## config.mk

```make
export PLATFORM = sky130hd
export DESIGN_NAME = div_unit
export DESIGN_NICKNAME = d
export VERILOG_FILES = /design/src/rtl/div_unit.sv
export SDC_FILE = /design/constraint.sdc
export NUM_CORES = 1
export LEC_CHECK = 0
export BUFFER_PORTS_ARGS = -buffer_cell sky130_fd_sc_hd__buf_2
export CORE_ASPECT_RATIO = 1.2
export CORE_MARGIN = 2
export CORE_UTILIZATION = 55
export DETAILED_ROUTE_END_ITERATION = 10
export PLACE_DENSITY = 0.87
export SLEW_MARGIN = 40
export SYNTH_ARGS = -nofsm -noshare
export SYNTH_HDL_FRONTEND = slang
export SYNTH_SLANG_ARGS = --single-unit
```

## constraint.sdc

```tcl
create_clock -name clk -period 4.65 [get_ports clk]
set_input_delay 0 -clock clk [delete_from_list [all_inputs] [get_ports clk]]
set_output_delay 0 -clock clk [all_outputs]
set_load 0.02 [all_outputs]
```

## src/rtl/div_unit.sv

```systemverilog
// div_unit: multi-cycle radix-2 restoring divider for DIV/DIVU.
// Computes one quotient bit per clock; result_o = {remainder, quotient}.
// Ports:
//   clk, rst          rising-edge clock, synchronous active-high reset
//   start_i           request, held by execute until ready_o is seen
//   annul_i           abort an in-flight division (pipeline flush)
//   signed_div_i      1 = signed (two's complement), 0 = unsigned
//   opdata1_i         dividend
//   opdata2_i         divisor
//   result_o          {remainder, quotient}, valid while ready_o is high
//   ready_o           result valid
module div_unit #(
    parameter int unsigned WIDTH = 32
) (
    input  logic               clk,
    input  logic               rst,
    input  logic               start_i,
    input  logic               annul_i,
    input  logic               signed_div_i,
    input  logic [WIDTH-1:0]   opdata1_i,
    input  logic [WIDTH-1:0]   opdata2_i,
    output logic [2*WIDTH-1:0] result_o,
    output logic               ready_o
);

    localparam int unsigned CNT_W = $clog2(WIDTH + 1);
    localparam int unsigned RES_W = 2 * WIDTH;

    typedef enum logic [1:0] {
        S_IDLE   = 2'd0,
        S_BYZERO = 2'd1,
        S_ON     = 2'd2,
        S_END    = 2'd3
    } state_t;

    state_t             state_q,    state_d;
    logic [CNT_W-1:0]   cnt_q,      cnt_d;
    logic [WIDTH-1:0]   dividend_q, dividend_d;
    logic [WIDTH-1:0]   divisor_q,  divisor_d;
    logic [WIDTH-1:0]   rem_q,      rem_d;
    logic [WIDTH-1:0]   quot_q,     quot_d;
    logic               signed_q,   signed_d;
    logic               sign1_q,    sign1_d;
    logic               sign2_q,    sign2_d;
    logic               ready_q,    ready_d;
    logic [RES_W-1:0]   result_q,   result_d;

    // One restoring step: shift in the next dividend bit and trial-subtract
    logic [WIDTH:0]     trial;
    logic [WIDTH:0]     diff;
    logic [WIDTH-1:0]   quot_final;
    logic [WIDTH-1:0]   rem_final;

    always_comb begin
        trial = {rem_q, dividend_q[WIDTH-1]};
        diff  = trial - {1'b0, divisor_q};
        // Quotient negative when operand signs differ; remainder follows dividend
        quot_final = (signed_q && (sign1_q ^ sign2_q)) ? (WIDTH'(0) - quot_q) : quot_q;
        rem_final  = (signed_q && sign1_q)             ? (WIDTH'(0) - rem_q)  : rem_q;
    end

    // Next-state and datapath update
    always_comb begin
        state_d    = state_q;
        cnt_d      = cnt_q;
        dividend_d = dividend_q;
        divisor_d  = divisor_q;
        rem_d      = rem_q;
        quot_d     = quot_q;
        signed_d   = signed_q;
        sign1_d    = sign1_q;
        sign2_d    = sign2_q;
        ready_d    = ready_q;
        result_d   = result_q;

        unique case (state_q)
            S_IDLE: begin
                ready_d  = 1'b0;
                result_d = '0;
                if (start_i && !annul_i) begin
                    if (opdata2_i == '0) begin
                        state_d = S_BYZERO;
                    end else begin
                        state_d    = S_ON;
                        cnt_d      = '0;
                        rem_d      = '0;
                        quot_d     = '0;
                        signed_d   = signed_div_i;
                        sign1_d    = opdata1_i[WIDTH-1];
                        sign2_d    = opdata2_i[WIDTH-1];
                        // Magnitudes; MIN stays 100..0, which is correct as unsigned
                        dividend_d = (signed_div_i && opdata1_i[WIDTH-1]) ?
                                     (WIDTH'(0) - opdata1_i) : opdata1_i;
                        divisor_d  = (signed_div_i && opdata2_i[WIDTH-1]) ?
                                     (WIDTH'(0) - opdata2_i) : opdata2_i;
                    end
                end
            end

            S_BYZERO: begin
                if (annul_i) begin
                    state_d  = S_IDLE;
                    ready_d  = 1'b0;
                    result_d = '0;
                end else begin
                    state_d  = S_END;
                    ready_d  = 1'b1;
                    result_d = '0;
                end
            end

            S_ON: begin
                if (annul_i) begin
                    state_d  = S_IDLE;
                    ready_d  = 1'b0;
                    result_d = '0;
                end else if (cnt_q != CNT_W'(WIDTH)) begin
                    dividend_d = {dividend_q[WIDTH-2:0], 1'b0};
                    if (!diff[WIDTH]) begin
                        rem_d  = diff[WIDTH-1:0];
                        quot_d = {quot_q[WIDTH-2:0], 1'b1};
                    end else begin
                        rem_d  = trial[WIDTH-1:0];
                        quot_d = {quot_q[WIDTH-2:0], 1'b0};
                    end
                    cnt_d = cnt_q + CNT_W'(1);
                end else begin
                    state_d  = S_END;
                    ready_d  = 1'b1;
                    result_d = {rem_final, quot_final};
                end
            end

            S_END: begin
                if (!start_i) begin
                    state_d  = S_IDLE;
                    ready_d  = 1'b0;
                    result_d = '0;
                end
            end

            default: begin
                state_d  = S_IDLE;
                ready_d  = 1'b0;
                result_d = '0;
            end
        endcase
    end

    // State and output registers
    always_ff @(posedge clk) begin
        if (rst) begin
            state_q    <= S_IDLE;
            cnt_q      <= '0;
            dividend_q <= '0;
            divisor_q  <= '0;
            rem_q      <= '0;
            quot_q     <= '0;
            signed_q   <= 1'b0;
            sign1_q    <= 1'b0;
            sign2_q    <= 1'b0;
            ready_q    <= 1'b0;
            result_q   <= '0;
        end else begin
            state_q    <= state_d;
            cnt_q      <= cnt_d;
            dividend_q <= dividend_d;
            divisor_q  <= divisor_d;
            rem_q      <= rem_d;
            quot_q     <= quot_d;
            signed_q   <= signed_d;
            sign1_q    <= sign1_d;
            sign2_q    <= sign2_d;
            ready_q    <= ready_d;
            result_q   <= result_d;
        end
    end

    assign ready_o  = ready_q;
    assign result_o = result_q;

endmodule

```

After elaboration in Yosys (flattened, before gate mapping)
Index checks and enable logic that the tools add are counted.

storage, ports and cells
  output and inout bits = 65
  register bits after elaboration = 204
  input bits = 69

cells by class
  reductions and logical operators = 14
  add/subtract/negate cells = 6
  bitwise logic cells = 2
  eq/ne operators = 10
  multiplexer cells = 40

operators by type and width
  kind                                                  number
  two-way mux 32 bit                                    15
  two-way mux 64 bit                                    3
  case mux 32 bit (2 select lines)                      3
  case mux 64 bit (3 select lines)                      1
  subtractor 1 x 32 -> 32 bit (first input constant)    4
  subtractor 33 x 32 -> 33 bit                          1
  logical NOT 32 bit                                    1
  two-way mux 6 bit                                     4
  two-way mux 2 bit                                     6
  case mux 6 bit (2 select lines)                       1
  != test 2 bit (second input constant)                 5
  case mux 2 bit (4 select lines)                       1
  adder 6 x 1 -> 6 bit (second input constant)          1
  != test 6 bit (second input constant)                 1
  AND reduction 3 bit                                   2
  logical AND 1 bit                                     5
  two-way mux 1 bit                                     5
  AND reduction 5 bit                                   1
  equality test 2 bit (second input constant)           2
  case mux 1 bit (4 select lines)                       1
  != test 3 bit (second input constant)                 1
  equality test 2 x 1 -> 1 bit (second input constant)  1
  logical NOT 2 bit                                     1
  AND reduction 2 bit                                   1
  other kinds (5)                                       5

Logic depth before layout (Yosys ltp)
Gate-level depths: netlist of the first run.

  word-level depth = 6
  depth in mapped cells = 13
  mapped depth without buffers = 12

Least setup slack after synthesis of the first run
OpenSTA, ideal clock, no wires.

  kind = flip-flop to flip-flop
  start point = reg rem_q[4]
  end point = reg rem_q[14]
  required time = 4.525 ns
  data arrival time = 2.721 ns
  path slack = 1.805 ns
  cell stages (with the launch flop) = 12
  path buffers = 1
  cell sequence = dfxtp_1 ha_1 a21o_1 a31oi_1 nor3_1 o211ai_2 a21oi_2 or3_4 xnor2_4 buf_8 mux2i_1 o21ai_1

on the way
  word-level cells in the longest chain between the ends = 5

ends and longest elaborated chain
  element                           line  source
  from (decl)                       40    logic [WIDTH-1:0] rem_q, rem_d;
  from (signal assigned)            169   rem_q <= rem_d;
  subtractor 33 x 32 -> 33 bit      56    diff = trial - {1'b0, divisor_q};
  two-way mux 32 bit                119   if (!diff[WIDTH]) begin
  two-way mux 32 bit                117   end else if (cnt_q != CNT_W'(WIDTH)) begin
  two-way mux 32 bit                113   if (annul_i) begin
  case mux 32 bit (2 select lines)  76    unique case (state_q)

No other way between the ends. The select of a mux whose other input is x is not followed.
A chain may end at the register's enable or synchronous reset.

Final worst setup path of the first run
  start point = reg rem_q[4]
  end point = reg rem_q[7]

The elaborated chain is that of the path after synthesis.

==> results of run 1 <==
## critical path: cells and delay by family (launching register included)
kind | cells | cell delay, ps
AOI/OAI and AO/OA | 5 | 860
adders and majority gates | 1 | 370
muxes | 1 | 280
buffers and inverters | 1 | 440
xor gates and xnor gates | 1 | 370
and+or+nand+nor | 2 | 570
DFF | 1 | 520
## flip-flops by register name, indices dropped and copies added (netlist names)
signal      flops
rem_q          32
signed_q        1
ready_o         1
quot_q         32
cnt_q           6
divisor_q      32
result_o       64
state_q         2
sign2_q         1
dividend_q     32
sign1_q         1
## layout by cell type (no fill, tap or decap), types with 21 or more instances in the layout
cell             n
nand3_1         43
a211oi_1        31
buf_2          132
dlygate4sd3_1   60
inv_1           57
clkbuf_16       21
nand2_1        226
nor2_1         146
mux2i_1         33
xnor2_1         80
ha_1            40
a21oi_1        146
xor2_1          71
o21ai_1         26
dfxtp_1        204
o21ai_0         76
a22oi_1         44
## layout make-up
class / instances / area, um2 / area share
Multi-Input combinational cell: 1213 / 7540 / 0.529
Tap cell: 274 / 343 / 0.0241
Timing Repair Buffer: 205 / 1360 / 0.0957
Sequential cell: 204 / 4080 / 0.287
Clock inverter: 5 / 78.8 / 0.00553
Inverter: 57 / 214 / 0.0150
Clock buffer: 31 / 623 / 0.0437
## report_power, final
group / switching, mW / leakage (nW) / internal [mW]
combinational: 1.23 / 3.75 / 0.696
sequential: 0.0755 / 1.65 / 1.88
clock: 0.680 / 0.347 / 1.03
## cell families after synthesis
kind of cell,after synthesis
buf+inv,151
simple gates,546
mux,33
flops,204
compound gates,440
xor+xnor,152
fa+ha+maj,42
## stage by stage
stage / area [um2] / hold slack, ps / power (mW)
floorplan: 12200 / 136 / 3.46
global route: 14200 / 48.0 / 5.91
CTS: 14200 / 1.87 / 5.60
detailed placement: 12900 / 299 / 3.85
finish: 14200 / 24.8 / 5.60
global placement: 12900 / 290 / 3.81
## metal layers
metal	track usage	up-vias	wire length, um
li1	-	5776	-
met1	0.329	5283	13300
met2	0.445	341	14900
met3	0.0269	58	1560
met4	0.0786	0	762
met5	0	-	0
## worst min-delay path by stage
| stage | from | end | slack [ps] | cells after the start |
|---|---|---|---|---|
| 2_1_floorplan | opdata2_i[0] | divisor_q[0] | 140 | 2 |
| 3_3_place_gp | opdata1_i[31] | sign1_q | 290 | 3 |
| 3_5_place_dp | opdata1_i[31] | sign1_q | 300 | 3 |
| 4_1_cts | opdata1_i[3] | dividend_q[3] | 2 | 5 |
| 5_1_grt | opdata1_i[3] | dividend_q[3] | 50 | 5 |
| 6_report | opdata1_i[3] | dividend_q[3] | 20 | 5 |
## cell usage after synthesis (all sizes together), types with 5 or more instances
library cell / count / area [um2]
a211oi: 32 / 240
a21o: 15 / 113
a21oi: 147 / 739
a22o: 20 / 176
a22oi: 44 / 330
a31oi: 12 / 75.1
and2: 7 / 43.8
and3: 8 / 50.1
buf: 19 / 128
clkbuf: 75 / 284
dfxtp: 204 / 4080
ha: 41 / 513
inv: 57 / 214
mux2i: 33 / 330
nand2: 227 / 855
nand2b: 13 / 81.3
nand3: 43 / 215
nand3b: 5 / 37.5
nand4: 8 / 50.1
nor2: 148 / 558
nor2b: 6 / 37.5
nor3: 25 / 151
nor4: 15 / 100
o211ai: 6 / 50.1
o21a: 5 / 37.5
o21ai: 102 / 510
o21bai: 7 / 52.6
o31ai: 17 / 138
o41ai: 10 / 110
or2: 6 / 37.5
or3: 9 / 66.3
or4: 14 / 124
xnor2: 81 / 728
xor2: 71 / 622
==> flow_metrics.tcl, run 1 <==
set metrics [dict create \
    cts.sinks 204 \
    first_global_vias 10885 \
    placedCellCount 1893 \
    dr_total_vias 11458 \
    wl_um 30600 \
    fin_setup_tns_ps 0 \
    cp_cell_sequence "ha_1 -> a21o_1 -> a31oi_1 -> nor3_1 -> o211ai_2 -> a21oi_2 -> or3_4 -> xnor2_4 -> buf_4 -> mux2i_1 -> o21ai_1" \
    slowest_delay_ps 520 \
    critPathArrivalTime_ps 3940 \
    dr.pass1.iters 9 \
    cp_max_fo 23 \
    p_per_area_mw_per_mm2 393 \
    ctsHoldBuffers 59 \
    clk_latency_ps 500 \
    area_growth_syn_to_layout_pct 16.6 \
    coreArea_mm2 0.0218 \
    outcome "finished, violations left" \
    dpl_worst_slack_ps 1130 \
    final_core_util 0.654 \
    layout-drive-gt1-share 0.125 \
    cap_violations 0 \
    cts_tree "done" \
    die_x_um 140 \
    setup_violations 0 \
    avgSynthCellArea_um2 7.79 \
    synth_nets 1679 \
    grt_max_degree 86 \
    antenna_left 0 \
    nNetsFinal 1813 \
    synthAdderAreaFrac 0.0436 \
    yosysSeqAreaShare 0.334 \
    synthSimpleGateAreaFrac 0.206 \
    die_y_um 167 \
    synth_cells 1568 \
    ioPinCount 134 \
    setup.worst_path.end_class "register" \
    die_area_mm2 0.0234 \
    r2r-start "rem_q[4]" \
    period_needed_ps 3590 \
    crit_end "rem_q[7]" \
    grt_pass1_wl_um 51000 \
    start_kind "register" \
    ys.warnings.count 0 \
    violations "design-rule violations" \
    post-dp-hpwl_um 22000 \
    critPathLaunch "rem_q[4]" \
    crit_slowest_cell "dfxtp_1" \
    path_class "reg -> reg" \
    r2r_end "rem_q[7]" \
    synthMuxAreaShare 0.0270 \
    hold_path.class "in -> reg" \
    syn_area_mm2 0.0122 \
    async_flop_share 0 \
    drc_errors 11 \
    clk_pin_slew_worst_paths_ps 60 \
    synth_top_family_by_area "compound AO/OA/AOI/OAI gates" \
    row_count 59 \
    ctsResizeCount 0 \
    r2r_cells 11 \
    required_ps 5000 \
    tightestPinTransition_ps 801 \
    root_buffer "clkbuf_16" \
    synthFlopType "dfxtp_1" \
    overflow 0 \
    postCtsSetupBuffers 0 \
    synth.distinct_cells 77 \
    synth_compound_area_frac 0.227 \
    nFillCells 1794 \
    initial_core_util 0.561 \
    hold_viol 0 \
    setup_ws_ps 1060 \
    htree_num_levels 1 \
    synth_xor_xnor_area_share 0.111 \
    viasPerCell 5.76 \
    antenna_cells 0 \
    clock_skew_ps 21.1 \
    final_cells 1989 \
    fin_crit_sh 0.772 \
    ys_ff_latch 204 \
    cts_buffers 21 \
    grt_usage 0.254 \
    drt_iter0_markers 740 \
    ir_drop_v 0.000306 \
    synth_edf_count 0 \
    max_freq_mhz 279 \
    rsz0062_at_grt "false" \
    r2r_slack_ps 1060 \
    leakagePower_nw 5.75 \
    wl_per_cell_um 15.4 \
    gp_congestion 0.916 \
    clk_path_buf_depth 3 \
    io_buffers 133 \
    slew_violations 0 \
    relSlewSlack 0.462 \
    antenna_found_initial 0 \
]
Note: power is estimated with default switching activity, not from simulation.
==> inputs of run 2 (changes only) <==
clock period = 3.53 ns   (was 4.65 ns; I/O delays follow)
==> flow_metrics.tcl, run 2 (synthesized netlist as in run 1, its figures left out) <==
set metrics [dict create \
    outcome "finished, violations left" \
    violations "design-rule violations" \
    placedCellCount 1907 \
    power.switching_mw 2.67 \
    area_growth_syn_to_layout_pct 18.2 \
    first_global_vias 11146 \
    cts_tree "done" \
    mostFrequentLayoutCell "nand2_1" \
    fin_crit_sh 0.899 \
    antenna_cells 0 \
    r2r_cells 11 \
    rsz0062_at_grt "false" \
    fin_setup_tns_ps 0 \
    hold_viol 0 \
    viasPerCell 5.83 \
    period_needed_ps 3170 \
    dr_total_vias 11716 \
    initial_core_util 0.561 \
    antenna_found_initial 0 \
    cap_violations 0 \
    io_buffers 133 \
    r2r_slack_ps 360 \
    antenna_left 0 \
    critPathArrivalTime_ps 3540 \
    clk_latency_ps 510 \
    grt_max_degree 102 \
    grt_usage 0.263 \
    dr.pass1.iters 10 \
    worstHoldPathCells 4 \
    layout-drive-gt1-share 0.133 \
    final_cell_mix "226 x nand2_1, 204 x dfxtp_1, 146 x nor2_1, 146 x a21oi_1, 132 x buf_2" \
    final_cells 2010 \
    postCtsSetupBuffers 0 \
    wl_um 31700 \
    nFillCells 1795 \
    cts_buffers 22 \
    relSlewSlack 0.452 \
    leakagePower_nw 5.85 \
    setup.worst_path.end_class "register" \
    p_comb_frac 0.349 \
    overflow 0 \
    post-dp-hpwl_um 22200 \
    largest_reg_flops 64 \
    p_int_mw 4.82 \
    coreArea_mm2 0.0218 \
    p_per_area_mw_per_mm2 519 \
    root_buffer "clkbuf_16" \
    path_class "reg -> reg" \
    gp_congestion 0.914 \
    drt_iter0_markers 795 \
    final_core_util 0.663 \
    share_clk_of_total_power 0.306 \
    clk_path_buf_depth 3 \
    seq_power_share 0.345 \
    slew_violations 0 \
    setup_violations 0 \
    switching_share 0.357 \
    ioPinCount 134 \
    max_freq_mhz 315 \
    wl_per_cell_um 15.8 \
    die_x_um 140 \
    ir_drop_v 0.000322 \
    power.total_mw 7.49 \
    tightestPinTransition_ps 821 \
    required_ps 3900 \
    clk_pin_slew_worst_paths_ps 60 \
    clock_skew_ps 18.9 \
    die_y_um 167 \
    drc_errors 10 \
    start_kind "register" \
    row_count 59 \
    hold_path.class "in -> reg" \
    cp_max_fo 34 \
    nNetsFinal 1834 \
    cts.sinks 204 \
    grt_pass1_wl_um 52600 \
    whs_ps 30.9 \
    htree_num_levels 1 \
    die_area_mm2 0.0234 \
]
## run 2: worst max-delay path, cell delays in order, from the launching register on
cell	delay [ps]
dfxtp_1	490
ha_1	350
a21o_1	220
a31oi_1	270
nor3_1	140
o211ai_2	240
a21oi_2	100
or3_4	420
xnor2_4	170
buf_12	260
mux2i_1	240
o21ai_0	120
## run 2: through the flow
step                      setup WS, ps  cell area, um2
after detailed placement           449           13000
after CTS                          373           14400
final                              357           14400
after floorplan                    685           12200
after global routing               147           14400
after global placement             539           13000
## run 2: power groups by stage
stage          registers, mW  clock network, mW  logic [mW]
3_5_place_dp            2.63                  0        2.50
2_1_floorplan           2.61                  0        1.95
5_1_grt                 2.60               2.41        2.88
4_1_cts                 2.58               2.33        2.57
6_report                2.58               2.30        2.61
3_3_place_gp            2.62                  0        2.43
## run 2: final timing paths
path / start / to
worst max-delay path: rem_q[4] / rem_q[13]
worst min-delay path: start_i / result_o[32]
worst max register to register: rem_q[4] / rem_q[13]
worst min register to register: dividend_q[18] / dividend_q[18]
## run 2: cell type report
| type | instances | area [um2] | share of cell area |
|---|---|---|---|
| clock buffers | 31 | 654 | 0.0453 |
| repair buffers | 225 | 1540 | 0.107 |
| inverters | 57 | 214 | 0.0148 |
| well taps | 274 | 343 | 0.0237 |
| flip-flops and latches | 204 | 4080 | 0.283 |
| multi-input cells | 1213 | 7530 | 0.522 |
| clock inverters | 6 | 70.1 | 0.00485 |
## run 2: repair_timing
item	4_1_cts	5_1_grt
endpoints found under the hold margin	65	10
hold buffers	65	1
gates resized for setup	0	0
## run 2: routing by layer
metal / up-vias / GRT usage / wire, um
met5: - / 0 / 0
met4: 0 / 0.0922 / 915
met3: 70 / 0.0266 / 1860
met2: 383 / 0.464 / 15300
met1: 5451 / 0.336 / 13600
li1: 5812 / - / -
==> inputs of run 3 (changes only) <==
REMOVE_ABC_BUFFERS = 1   (was unset)
==> flow_metrics.tcl, run 3 (synthesized netlist as in run 1, its figures left out) <==
set metrics [dict create \
    p_per_area_mw_per_mm2 521 \
    ioPinCount 134 \
    hold_path.class "in -> reg" \
    cts.sinks 204 \
    mostFrequentLayoutCell "nand2_1" \
    coreArea_mm2 0.0218 \
    worstHoldPathCells 5 \
    post-dp-hpwl_um 22700 \
    root_buffer "clkbuf_16" \
    clk_pin_slew_worst_paths_ps 70 \
    period_needed_ps 3360 \
    drc_errors 12 \
    drt_iter0_markers 988 \
    relSlewSlack 0.417 \
    gp_congestion 0.963 \
    clock_skew_ps 14.3 \
    nFillCells 1736 \
    largest_reg_flops 64 \
    ir_drop_v 0.000377 \
    rsz0062_at_grt "false" \
    busiest_layer "met2" \
    viasPerCell 6.00 \
    die_area_mm2 0.0234 \
    antenna_left 0 \
    area_growth_syn_to_layout_pct 17.8 \
    final_cells 2005 \
    met2_usage 0.500 \
    final_cell_mix "226 x nand2_1, 204 x dfxtp_1, 146 x a21oi_1" \
    die_x_um 140 \
    layout-drive-gt1-share 0.130 \
    path_class "in -> reg" \
    max_freq_mhz 297 \
    fin_crit_sh 0.953 \
    io_buffers 133 \
    outcome "finished, violations left" \
    leakagePower_nw 5.83 \
    clk_latency_ps 510 \
    setup_violations 0 \
    clk_path_buf_depth 3 \
    grt_max_degree 108 \
    start_kind "input port" \
    overflow 0 \
    cp_max_fo 6 \
    wl_per_cell_um 16.8 \
    final_core_util 0.661 \
    violations "design-rule violations" \
    setup.worst_path.end_class "register" \
    slew_violations 0 \
    dr_total_vias 12029 \
    grt_usage 0.278 \
    placedCellCount 1901 \
    cap_violations 0 \
    nNetsFinal 1825 \
    power.total_mw 7.50 \
    die_y_um 167 \
    grt_use_met1 0.321 \
    multi_input_area_mm2 0.00755 \
    grt_pass1_wl_um 55000 \
    r2r_cells 11 \
    first_global_vias 11648 \
    cts_buffers 21 \
    htree_num_levels 1 \
    cts_tree "done" \
    row_count 59 \
    tightestPinTransition_ps 873 \
    initial_core_util 0.561 \
    critPathArrivalTime_ps 3820 \
    grtUsageMet3 0.0463 \
    regArea_mm2 0.00408 \
    wl_um 33600 \
    required_ps 3990 \
    dr.pass1.iters 11 \
    antenna_found_initial 2 \
    hold_viol 0 \
]
## run 3: cell count changes in the layout (fill, tap and decap cells not counted), sizes merged
cell	change
clkinv	-2
bufinv	+1
dlygate4sd3	-2
diode	+3
inv	+1
buf	-6
## run 3: worst paths after layout
check	start	to	slack, ps
setup reg to reg	rem_q[4]	rem_q[0]	340
setup / recovery	opdata2_i[10]	divisor_q[31]	170
hold / removal	opdata1_i[7]	dividend_q[7]	10
hold reg to reg	divisor_q[18]	divisor_q[18]	450
## run 3: repair_timing
action	4_1_cts	5_1_grt
buffers inserted	0	0
setup endpoints to repair	0	2
endpoints found under the hold margin	75	0
hold buffers	64	0
resized for setup	0	1
## run 3: power breakdown
group	internal (mW)	leakage, nW	switching (mW)	total, mW
Combinational	0.961	3.83	1.67	2.63
Clock	1.35	0.345	0.942	2.29
Sequential	2.48	1.65	0.0978	2.58
Total	4.79	5.83	2.71	7.50
## run 3: metrics by stage
| stage | instance area, um2 | hold WS (ps) | setup slack (ps) | setup TNS (ps) |
|---|---|---|---|---|
| detailed placement | 13000 | 282 | 425 | 0 |
| CTS | 14400 | 2.10 | 339 | 0 |
| finish | 14400 | 12.6 | 167 | 0 |
| global route | 14400 | 50.6 | 56.2 | 0 |
| floorplan | 11800 | 69.1 | -4980 | -416950 |
| global placement | 13000 | 279 | 534 | 0 |
## run 3: per-layer routing
layer	vias to the layer above	share of wire
met2	452	0.49
met5	-	0
met4	0	0.045
met1	5671	0.40
met3	109	0.069
li1	5797	-
## run 3: cell type report
class,instances,share of cell area
Clock buffer,31,0.0426
Antenna cell,3,0.000522
Tap cell,274,0.0238
Sequential cell,204,0.284
Timing Repair Buffer,217,0.104
Multi-Input combinational cell,1213,0.525
Clock inverter,6,0.00583
Inverter,57,0.0149
## run 3: worst max-delay path, cell delays in order
cell	delay [ps]
dlygate4sd3_1	530
buf_2	160
or4_1	640
nor3_4	310
and3_1	280
nand2_1	170
o41ai_1	330
dlygate4sd3_1	620
nand3_1	90
a21oi_1	140
dlygate4sd3_1	560
